===== config.mk =====
export PLATFORM = sky130hd
export DESIGN_NAME = acq_buffer
export DESIGN_NICKNAME = d
export VERILOG_FILES = /design/src/rtl/acq_pkg.sv /design/src/rtl/acq_ram.sv /design/src/rtl/acq_buffer.sv
export SDC_FILE = /design/constraint.sdc
export NUM_CORES = 1
export LEC_CHECK = 0
export CAP_MARGIN = 20
export CORE_MARGIN = 4
export CORE_UTILIZATION = 32
export CTS_CLUSTER_SIZE = 14
export DETAILED_ROUTE_END_ITERATION = 6
export DONT_BUFFER_PORTS = 1
export GPL_TIMING_DRIVEN = 0
export PLACE_DENSITY = 0.42
export SYNTH_ARGS = -nofsm -noshare
export SYNTH_HDL_FRONTEND = slang
export SYNTH_HIERARCHICAL = 1
export SYNTH_SLANG_ARGS = --single-unit

===== constraint.sdc =====
create_clock -name new_clk -period 4.23 [get_ports new_clk]
set_input_delay 0.6345 -clock new_clk [delete_from_list [all_inputs] [get_ports new_clk]]
set_output_delay 0.6345 -clock new_clk [all_outputs]
set_load 0.05 [all_outputs]

===== src/rtl/acq_pkg.sv =====
// -----------------------------------------------------------------------------
// acq_pkg
// Shared definitions for the acquisition sample buffer:
//   - default sample width and depth
//   - control FSM state encoding
// -----------------------------------------------------------------------------
package acq_pkg;

  localparam int DATA_W_DEF = 8;
  localparam int DEPTH_DEF  = 16;

  typedef enum logic [1:0] {
    ST_IDLE    = 2'b00,
    ST_FILL    = 2'b01,
    ST_READOUT = 2'b10
  } state_t;

endpackage : acq_pkg


===== src/rtl/acq_ram.sv =====
// -----------------------------------------------------------------------------
// acq_ram
// DEPTH x DATA_W sample RAM with one write port and a registered read port.
// Ports:
//   new_clk  in   clock, rising edge
//   we       in   write enable
//   waddr    in   write address
//   wdata    in   write data
//   raddr    in   read address, sampled every edge
//   rdata    out  registered read data (mem[raddr] from the previous edge)
// -----------------------------------------------------------------------------
module acq_ram
  import acq_pkg::*;
#(
  parameter int DATA_W = DATA_W_DEF,
  parameter int DEPTH  = DEPTH_DEF,
  parameter int ADDR_W = $clog2(DEPTH)
) (
  input  logic              new_clk,
  input  logic              we,
  input  logic [ADDR_W-1:0] waddr,
  input  logic [DATA_W-1:0] wdata,
  input  logic [ADDR_W-1:0] raddr,
  output logic [DATA_W-1:0] rdata
);

  logic [DATA_W-1:0] mem [DEPTH];

  // NOTE: the array has no reset so it maps onto block RAM; contents are only
  // ever read back after the capture that wrote them.
  always_ff @(posedge new_clk) begin
    if (we) mem[waddr] <= wdata;
    rdata <= mem[raddr];
  end

endmodule : acq_ram


===== src/rtl/acq_buffer.sv =====
// -----------------------------------------------------------------------------
// acq_buffer
// Sample store fed by the acquisition control FSM. Captures samples into a RAM
// on en/inc/write strobes, reports full/count, then plays the capture out on a
// request/valid read port after done and re-arms.
//
// Build option: define ACQ_BUF_OVF_EN to enable the sticky overflow flag;
// otherwise ovf is tied low.
//
// Ports:
//   new_clk   in   clock, rising edge
//   reset     in   synchronous, active-high reset
//   data_in   in   sample bus
//   en        in   latch data_in into the hold register
//   inc       in   advance write address (paired with en)
//   write     in   commit hold register to mem[wr_addr]
//   done      in   end-of-capture pulse
//   full      out  all DEPTH locations written
//   count     out  number of locations written, 0..DEPTH
//   rd_req    in   read request, honoured in READOUT only
//   rd_data   out  read sample, held until the next read
//   rd_valid  out  one-cycle qualifier for rd_data
//   rd_last   out  final sample marker
//   busy      out  high in FILL or READOUT
//   ovf       out  sticky overflow flag
// -----------------------------------------------------------------------------
module acq_buffer
  import acq_pkg::*;
#(
  parameter int DATA_W = DATA_W_DEF,
  parameter int DEPTH  = DEPTH_DEF,
  parameter int ADDR_W = $clog2(DEPTH)
) (
  input  logic              new_clk,
  input  logic              reset,
  input  logic [DATA_W-1:0] data_in,
  input  logic              en,
  input  logic              inc,
  input  logic              write,
  input  logic              done,
  output logic              full,
  output logic [ADDR_W:0]   count,
  input  logic              rd_req,
  output logic [DATA_W-1:0] rd_data,
  output logic              rd_valid,
  output logic              rd_last,
  output logic              busy,
  output logic              ovf
);

  localparam int CNT_W = ADDR_W + 1;
  localparam logic [ADDR_W-1:0] LAST_ADDR = ADDR_W'(DEPTH - 1);

  state_t              state, state_n;
  logic [ADDR_W-1:0]   wr_addr, wr_addr_n;
  logic [ADDR_W-1:0]   rd_addr, rd_addr_n;
  logic [DATA_W-1:0]   hold, hold_n;
  logic                written_cur, written_cur_n;
  logic                full_n, rd_valid_n, rd_last_n;
  logic [CNT_W-1:0]    count_n;
  logic [DATA_W-1:0]   ram_rdata, rd_hold;
  logic                ram_we;
  logic                last_rd;
  logic                ovf_set, ovf_clr;

  assign ram_we  = (state == ST_FILL) && write;
  assign last_rd = (CNT_W'(rd_addr) == (count - CNT_W'(1)));
  assign busy    = (state != ST_IDLE);

  acq_ram #(
    .DATA_W (DATA_W),
    .DEPTH  (DEPTH),
    .ADDR_W (ADDR_W)
  ) u_ram (
    .new_clk (new_clk),
    .we      (ram_we),
    .waddr   (wr_addr),
    .wdata   (hold),
    .raddr   (rd_addr),
    .rdata   (ram_rdata)
  );

  // NOTE: every signal gets a default before the case so no path leaves it
  // unassigned, which would otherwise infer a latch.
  always_comb begin
    state_n       = state;
    wr_addr_n     = wr_addr;
    rd_addr_n     = rd_addr;
    hold_n        = hold;
    written_cur_n = written_cur;
    full_n        = full;
    rd_valid_n    = 1'b0;
    rd_last_n     = 1'b0;
    ovf_set       = 1'b0;
    ovf_clr       = 1'b0;

    unique case (state)
      ST_IDLE: begin
        if (en) begin
          hold_n        = data_in;
          wr_addr_n     = '0;
          written_cur_n = 1'b0;
          ovf_clr       = 1'b1;
          state_n       = ST_FILL;
        end
      end

      ST_FILL: begin
        // The RAM write uses the current hold/address; an en&inc in the same
        // cycle only affects the following location.
        if (write) begin
          written_cur_n = 1'b1;
          if (wr_addr == LAST_ADDR) full_n = 1'b1;
        end
        if (en && inc) begin
          if (wr_addr != LAST_ADDR) begin
            wr_addr_n     = wr_addr + ADDR_W'(1);
            hold_n        = data_in;
            written_cur_n = 1'b0;
          end else begin
            ovf_set = 1'b1;  // saturated: address, hold and written flag frozen
          end
        end else if (en) begin
          hold_n = data_in;
        end
        if (done) begin
          rd_addr_n = '0;
          state_n   = (count == '0) ? ST_IDLE : ST_READOUT;
        end
      end

      ST_READOUT: begin
        if (rd_req) begin
          rd_valid_n = 1'b1;
          rd_last_n  = last_rd;
          rd_addr_n  = rd_addr + ADDR_W'(1);
          if (last_rd) begin
            state_n       = ST_IDLE;
            full_n        = 1'b0;
            wr_addr_n     = '0;
            written_cur_n = 1'b0;
            rd_addr_n     = '0;
          end
        end
      end

      default: state_n = ST_IDLE;
    endcase

    count_n = CNT_W'(wr_addr_n) + CNT_W'(written_cur_n);
  end

  // NOTE: sequential state uses non-blocking assignments so every register
  // samples the pre-edge values regardless of statement order.
  always_ff @(posedge new_clk) begin
    if (reset) begin
      state       <= ST_IDLE;
      wr_addr     <= '0;
      rd_addr     <= '0;
      hold        <= '0;
      written_cur <= 1'b0;
      full        <= 1'b0;
      count       <= '0;
      rd_valid    <= 1'b0;
      rd_last     <= 1'b0;
      rd_hold     <= '0;
    end else begin
      state       <= state_n;
      wr_addr     <= wr_addr_n;
      rd_addr     <= rd_addr_n;
      hold        <= hold_n;
      written_cur <= written_cur_n;
      full        <= full_n;
      count       <= count_n;
      rd_valid    <= rd_valid_n;
      rd_last     <= rd_last_n;
      if (rd_valid) rd_hold <= ram_rdata;
    end
  end

  // The RAM output register follows rd_addr every cycle, so the last
  // presented sample is kept in rd_hold once rd_valid drops.
  assign rd_data = rd_valid ? ram_rdata : rd_hold;

`ifdef ACQ_BUF_OVF_EN
  logic ovf_q;
  always_ff @(posedge new_clk) begin
    if (reset)        ovf_q <= 1'b0;
    else if (ovf_clr) ovf_q <= 1'b0;
    else if (ovf_set) ovf_q <= 1'b1;
  end
  assign ovf = ovf_q;
`else
  logic unused_ovf;
  assign unused_ovf = ovf_set ^ ovf_clr;
  assign ovf        = 1'b0;
`endif

endmodule : acq_buffer


==> PnR_summary.wiki, run 1 <==
{| class="wikitable"
! Metric !! Value
|-
| Most heavily used metal layer in global routing || met2
|-
| Worst Hold Class || primary input to register
|-
| Post-Place Cell Area || 7220 um^2
|-
| Routed vias/inst || 4.94
|-
| Clock Tree Buf Depth || 2
|-
| Design Area, Final || 7830 um^2
|-
| Layout overhead on the synthesized area || 14.4%
|-
| Slack of the worst reg-to-reg path || 1070 ps
|-
| Achievable Freq || 316 MHz
|-
| Delay of the slowest critical-path stage || 700 ps
|-
| Die height || 154 um
|-
| Largest net degree at the start of global routing || 18
|-
| Die width || 154 um
|-
| Hold-fix buffers, CTS || 0
|-
| First-iteration detailed-routing DRC count || 211
|-
| Family with the most delay on the worst path || compound AO/OA/AOI/OAI gates
|-
| Worst reg-to-reg path cell count || 12
|-
| Average wire per cell in the routed design || 21.7 um
|-
| Clock latency at the later pin of the worst-skew pair || 430 ps
|-
| Min-Delay Path Depth || 1
|-
| Total number of placement rows || 53
|-
| Fin nets || 453
|-
| Arrival time reported for the critical path endpoint || 3480 ps
|-
| Critical path start-end classification || register to register
|-
| Most frequent cells in the layout || edfxtp_1, dfxtp_1, nor2_1
|-
| Post-CTS Setup Repair Bufs || 0
|-
| Critical Path Start Type || register
|-
| Placement Setup Slack || 1070 ps
|-
| Crit path time final || 3160 ps
|-
| Fin worst setup slack || 1070 ps
|-
| R2r endpoint || count[3]
|-
| Maximum capacitance violations || 0
|-
| Number of clock buffers inserted by TritonCTS || 17
|-
| Final total negative setup slack || 0 ps
|-
| Area inside the core boundary || 21,000 um^2
|-
| Actual transition at the worst max-transition pin || 1080 ps
|-
| Clock tree sinks || 171
|-
| Most common cell after layout, fill and taps aside || edfxtp_1
|-
| Via count || 3,569
|-
| Slowest cell on the critical path || dfxtp_1
|-
| Number of antenna violations at the first check in global routing || 0
|-
| Number of iterations in the first detailed-routing pass || 4
|-
| Hold Vio Cnt, Final || 0
|-
| Critical Path End Type || register
|-
| Register bit count reported by yosys || 171
|-
| Number of buffer and inverter stages on the critical path || 2
|-
| Worst slew margin relative to its limit || 0.275
|-
| Final worst-path cycle share || 0.747
|-
| Global-route wire length before repair || 23,700 um
|-
| Reg-to-Reg Start || count[0]
|-
| Number of distinct library cell variants in the gate-level netlist after synthesis || 55
|-
| Antenna violation net count after detailed routing || 0
|-
| Leakage power total || 2.63 nW
|-
| Sequential-to-total area share from yosys stat || 0.688
|-
| Overflow after GRT || 0
|-
| H-tree depth || 4
|-
| Port Buffers || 0
|-
| Grt met1 use || 0.188
|-
| Critical path fanouts, max || 4
|-
| Net Count, Synth || 432
|-
| VDD IR-drop max || 0.000264 V
|-
| Final setup skew || 11.1 ps
|-
| Starting density of the core || 0.325
|-
| Endpoints failing setup || 0
|-
| Netlist area before placement || 6840 um^2
|-
| Hold EP || wr_addr[3]
|-
| Count of placed standard cells including taps || 689
|-
| FFs w/ async S/R, synth || 0
|-
| Die area || 23,800 um^2
|-
| Most common flop cell mapped by yosys || edfxtp_1
|-
| Run status || finished, final reports clean
|-
| Drc violations || 0
|-
| TritonCTS clock tree || yes
|-
| Master cell of the clock root buffer || clkbuf_16
|-
| Area taken by flip-flops and latches || 4700 um^2
|-
| Synthesis warning total || 6
|-
| Hold wc startpoint || reset
|-
| Weighted congestion reported at the end of routability-driven placement || 0.747
|-
| Fraction of layout instances using a drive strength above 1 || 0.193
|-
| Number of pins exceeding their max-slew limit in the final report || 0
|-
| Final Non-Filler Cells || 722
|-
| Post-synth EDFFs || 128
|-
| Cell-by-cell listing of the critical path || inv_1 -> ha_1 -> or3b_1 -> o22ai_1 -> o211a_1 -> a21o_2 -> nand2_1 -> a22o_1 -> ha_1 -> inv_1 -> a2111oi_2 -> mux2_4
|-
| Footprint of the multi-input gates || 1990 um^2
|-
| Number of global-route vias before repair || 3,658
|-
| Mean Syn Cell Area || 16.6 um^2
|-
| Required time worst endpoint || 4550 ps
|-
| I/O pin cnt || 33
|-
| Pwr per Cell Area || 460 nW/um^2
|-
| Drt total wl || 15,700 um
|-
| Met2 routing resource usage after global routing || 0.215
|-
| Estimated wirelength of the detail-placed design || 10,600 um
|-
| GRT Util Overall || 0.137
|-
| Post-CTS resize count || 0
|-
| GR Layer Usage met3 || 0.0347
|-
| Fill cell total of the finished layout || 1,943
|-
| RSZ-0062 raised after global routing || false
|-
| Clock edge transition at the registers on the reported setup and hold paths || 70 ps
|-
| Synthesized instance count || 412
|-
| Worst hold slack across all endpoints || 301 ps
|}
-- cells in the mapped netlist, types with 3 or more instances --
master	instances	area [um^2]
edfxtp_1	128	3840
dfxtp_1	43	861
nor2_1	37	139
nand2_1	23	86.3
mux4_2	18	405
a22oi_1	17	128
nor2b_1	15	93.8
mux4_1	14	368
mux2_2	8	90.1
mux2i_1	8	80.1
nor3_1	8	40.0
a21oi_1	7	35.0
buf_6	5	56.3
ha_1	5	62.6
inv_1	5	18.8
xnor2_1	5	43.8
clkbuf_1	4	15.0
nand3_1	4	20.0
xor2_1	4	35.0
buf_2	3	15.0
buf_4	3	22.5
clkdlybuf4s25_2	3	30.0
nand3b_1	3	22.5
-- area by class of cell --
| class | instances | share of cell area |
|---|---|---|
| multi-input combinational | 218 | 0.254 |
| antenna | 1 | 0.000320 |
| clock buffer | 18 | 0.0548 |
| inverter | 5 | 0.00240 |
| tap | 275 | 0.0440 |
| timing repair buffer | 2 | 0.00240 |
| clock inverter | 14 | 0.0227 |
| buffer | 18 | 0.0177 |
| sequential | 171 | 0.601 |
-- cells by family after synthesis --
group | Yosys count | share of synthesized area
fa+ha+maj | 5 | 0.00915
flops | 171 | 0.688
buf+inv | 23 | 0.0231
xor+xnor | 9 | 0.0115
other cells | 1 | 0.000548
compound gates | 44 | 0.0481
simple gates | 110 | 0.0794
mux | 49 | 0.140
-- how the worst max path moves through the flow --
stage | from | to | slack, ps | depth (start not counted)
floorplan | count[0] | count[3] | 1320 | 12
global placement | count[0] | count[3] | 1070 | 12
detailed placement | count[0] | count[3] | 1070 | 12
CTS | count[0] | count[3] | 1050 | 12
global route | count[0] | count[3] | 800 | 12
finish | count[0] | count[3] | 1070 | 12
-- stage by stage --
step                utilization  total power, W
floorplan                     -         0.00198
global placement          0.342         0.00203
detailed placement        0.343         0.00203
CTS                       0.372         0.00364
global route              0.372         0.00373
finish                    0.372         0.00360
-- sequential cells by signal, summed over array words and instances, names as in the netlist, 2 cells and up, named ones only --
register / flops
u_ram/mem: 128
rd_hold: 8
u_ram/rdata: 8
count: 5
rd_addr: 4
wr_addr: 4
state: 2
-- worst register-to-register path: stages, from the launching register on --
cell	delay, ps
dfxtp_1	700
inv_1	100
ha_1	260
or3b_1	200
o22ai_1	110
o211a_1	260
a21o_2	260
nand2_1	90
a22o_1	160
ha_1	180
inv_1	60
a2111oi_2	340
mux2_4	330
-- where the power goes --
group | total (W) | internal [W] | switching, W
Combinational | 0.000139 | 0.0000627 | 0.0000759
Clock | 0.00160 | 0.000899 | 0.000706
Sequential | 0.00185 | 0.00182 | 0.0000333
Total | 0.00360 | 0.00278 | 0.000815
-- metal layers --
metal / routed length [um] / up-vias
met3: 664 / 12
met1: 7420 / 1835
met5: 0 / -
li1: - / 1645
met4: 159 / 0
met2: 7440 / 77
Note: power is estimated with default switching activity, not from simulation.
==> run 2: changes to the inputs <==
clock period = 3.3 ns   (was 4.23 ns; I/O delays follow)
==> run 2 against run 1 <==
Compared with the run above:
- combinational power grew 28%
- largest cell class unchanged
- total power is 28% higher
- clock power up 29%
- design area about the same
- first-iteration DRC count is the same
- sequential share of layout area hardly changed
- worst hold slack got worse by 140 ps
- highest routed layer unchanged
==> PnR_summary.wiki, run 2 (synthesis results as in run 1) <==
{| class="wikitable"
! Metric !! Value
|-
| VDD IR-drop max || 0.000338 V (was 0.000264 V)
|-
| Routed vias/inst || 4.94 (unchanged)
|-
| Net switching power || 0.00104 W (was 0.000815 W)
|-
| Antenna violation net count after detailed routing || 0 (unchanged)
|-
| Cell-by-cell listing of the critical path || inv_1 -> ha_1 -> or3b_1 -> o22ai_1 -> o211a_1 -> a21o_2 -> nand2_1 -> a22o_1 -> ha_1 -> inv_1 -> a2111oi_2 -> mux2_4 (unchanged)
|-
| Average wire per cell in the routed design || 21.7 um (about the same)
|-
| Endpoint of the worst setup timing path || count[3] (unchanged)
|-
| GRT Util Overall || 0.137 (unchanged)
|-
| Count of placed standard cells including taps || 689 (unchanged)
|-
| Estimated wirelength of the detail-placed design || 10,600 um (unchanged)
|-
| Die height || 154 um (unchanged)
|-
| Hold Vio Cnt, Final || 0 (unchanged)
|-
| Actual transition at the worst max-transition pin || 1090 ps (was 1080 ps)
|-
| Post-CTS Setup Repair Bufs || 0 (unchanged)
|-
| Part of the power in registers || 0.515 (about the same)
|-
| Hold-fix buffers, CTS || 0 (unchanged)
|-
| Switching Fraction || 0.227 (about the same)
|-
| Clock Tree Buf Depth || 2 (unchanged)
|-
| Reg-to-Reg Start || count[0] (unchanged)
|-
| Required time worst endpoint || 3620 ps (was 4550 ps)
|-
| Fin nets || 453 (unchanged)
|-
| H-tree depth || 4 (unchanged)
|-
| Number of pins exceeding their max-slew limit in the final report || 0 (unchanged)
|-
| Slack of the worst reg-to-reg path || 340 ps (was 1070 ps)
|-
| Drt total wl || 15,700 um (about the same)
|-
| Largest registers || u_ram/mem x128, rd_hold x8, u_ram/rdata x8 (unchanged)
|-
| Critical Path Start Type || register (unchanged)
|-
| Slowest cell on the critical path || dfxtp_2 (was dfxtp_1)
|-
| Leakage power total || 2.63 nW (about the same)
|-
| Register with the most flip-flops || u_ram/mem (unchanged)
|-
| Port Buffers || 0 (unchanged)
|-
| Critical Path End Type || register (unchanged)
|-
| Total number of placement rows || 53 (unchanged)
|-
| Most frequent cells in the layout || edfxtp_1, dfxtp_1, nor2_1 (unchanged)
|-
| Clock latency at the later pin of the worst-skew pair || 430 ps (about the same)
|-
| Family with the most delay on the worst path || compound AO/OA/AOI/OAI gates (unchanged)
|-
| Number of buffer and inverter stages on the critical path || 2 (unchanged)
|-
| Final total negative setup slack || 0 ps (unchanged)
|-
| Most common cell after layout, fill and taps aside || edfxtp_1 (unchanged)
|-
| TritonCTS clock tree || yes (unchanged)
|-
| Final Non-Filler Cells || 722 (unchanged)
|-
| R2r endpoint || count[3] (unchanged)
|-
| Die area || 23,800 um^2 (unchanged)
|-
| Combinational Power Share || 0.039 (about the same)
|-
| Crit path time final || 2960 ps (was 3160 ps)
|-
| Area inside the core boundary || 21,000 um^2 (unchanged)
|-
| Layout overhead on the synthesized area || 14.5% (was 14.4%)
|-
| Starting density of the core || 0.325 (unchanged)
|-
| Delay of the slowest critical-path stage || 520 ps (was 700 ps)
|-
| I/O pin cnt || 33 (unchanged)
|-
| Pwr per Cell Area || 589 nW/um^2 (was 460 nW/um^2)
|-
| Global-route wire length before repair || 23,700 um (unchanged)
|-
| Run status || finished, final reports clean (unchanged)
|-
| Arrival time reported for the critical path endpoint || 3270 ps (was 3480 ps)
|-
| Fraction of layout instances using a drive strength above 1 || 0.197 (was 0.193)
|-
| Overflow after GRT || 0 (unchanged)
|-
| Clock tree sinks || 171 (unchanged)
|-
| Critical path fanouts, max || 4 (unchanged)
|-
| Clock edge transition at the registers on the reported setup and hold paths || 70 ps (about the same)
|-
| First-iteration detailed-routing DRC count || 211 (unchanged)
|-
| Critical path start-end classification || register to register (unchanged)
|-
| Via count || 3,569 (unchanged)
|-
| Number of clock buffers inserted by TritonCTS || 17 (unchanged)
|-
| Cell-internal power || 0.00357 W (was 0.00278 W)
|-
| Weighted congestion reported at the end of routability-driven placement || 0.747 (unchanged)
|-
| Placement Setup Slack || 135 ps (was 1070 ps)
|-
| Master cell of the clock root buffer || clkbuf_16 (unchanged)
|-
| Worst path depth || 12 (unchanged)
|-
| Final setup skew || 11.1 ps (about the same)
|-
| Maximum capacitance violations || 0 (unchanged)
|-
| RSZ-0062 raised after global routing || false (unchanged)
|-
| Fin worst setup slack || 343 ps (was 1070 ps)
|-
| Largest net degree at the start of global routing || 18 (unchanged)
|-
| Number of iterations in the first detailed-routing pass || 4 (unchanged)
|-
| Number of global-route vias before repair || 3,658 (unchanged)
|-
| Clock group share of total power || 0.446 (about the same)
|-
| Achievable Freq || 338 MHz (was 316 MHz)
|-
| Worst reg-to-reg path cell count || 12 (unchanged)
|-
| Worst slew margin relative to its limit || 0.274 (was 0.275)
|-
| Endpoints failing setup || 0 (unchanged)
|-
| Die width || 154 um (unchanged)
|-
| Worst Hold Class || primary input to register (unchanged)
|-
| Worst Setup SP || count[0] (unchanged)
|-
| Flip-flop count of the largest register, all copies and words added || 128 (unchanged)
|-
| Drc violations || 0 (unchanged)
|-
| Number of antenna violations at the first check in global routing || 0 (unchanged)
|-
| Worst hold slack across all endpoints || 161 ps (was 301 ps)
|-
| Final worst-path cycle share || 0.896 (was 0.747)
|}
-- run 2: power groups by stage --
stage / Combinational, W / Clock, W / Sequential [W]
final: 0.000178 / 0.00206 / 0.00238
after global routing: 0.000193 / 0.00220 / 0.00238
after CTS: 0.000181 / 0.00211 / 0.00238
after detailed placement: 0.000181 / 0 / 0.00243
after global placement: 0.000179 / 0 / 0.00242
after floorplan: 0.000136 / 0 / 0.00241
-- run 2: final cells by class --
type / count / area, um^2
tap: 275 / 344
clock inverter: 14 / 178
clock buffer: 18 / 429
multi-input combinational: 218 / 1990
antenna: 1 / 2.50
inverter: 5 / 18.8
buffer: 18 / 139
fill: 1941 / 13200
timing repair buffer: 2 / 18.8
sequential: 171 / 4710
-- run 2: worst min-delay path by stage --
stage                        start          to  slack (ps)  cells past startpoint
final                        reset  wr_addr[3]         160                      1
after global routing         reset  wr_addr[3]         150                      1
after CTS                    reset  wr_addr[3]         140                      1
after detailed placement  state[1]    state[0]         580                      1
after global placement    state[1]    state[0]         570                      1
after floorplan           state[1]    state[0]         520                      1
-- run 2: per-stage QoR --
step | cell area [um^2] | util | total power, W
6_report | 7830 | 0.372 | 0.00461
5_1_grt | 7830 | 0.372 | 0.00478
4_1_cts | 7820 | 0.372 | 0.00467
3_5_place_dp | 7220 | 0.343 | 0.00261
3_3_place_gp | 7180 | 0.342 | 0.00260
2_1_floorplan | 6840 | - | 0.00254
-- run 2: timing repair --
item	CTS	global route
endpoints found under the setup margin	0	2
resized for setup	0	2
endpoints found under the hold margin	0	0
-- run 2: layer usage --
layer / share of wire / GRT usage / routed length [um]
met2: 0.47 / 0.215 / 7430
met3: 0.042 / 0.0347 / 652
met5: 0 / 0 / 0
met1: 0.47 / 0.188 / 7430
met4: 0.010 / 0.0442 / 159
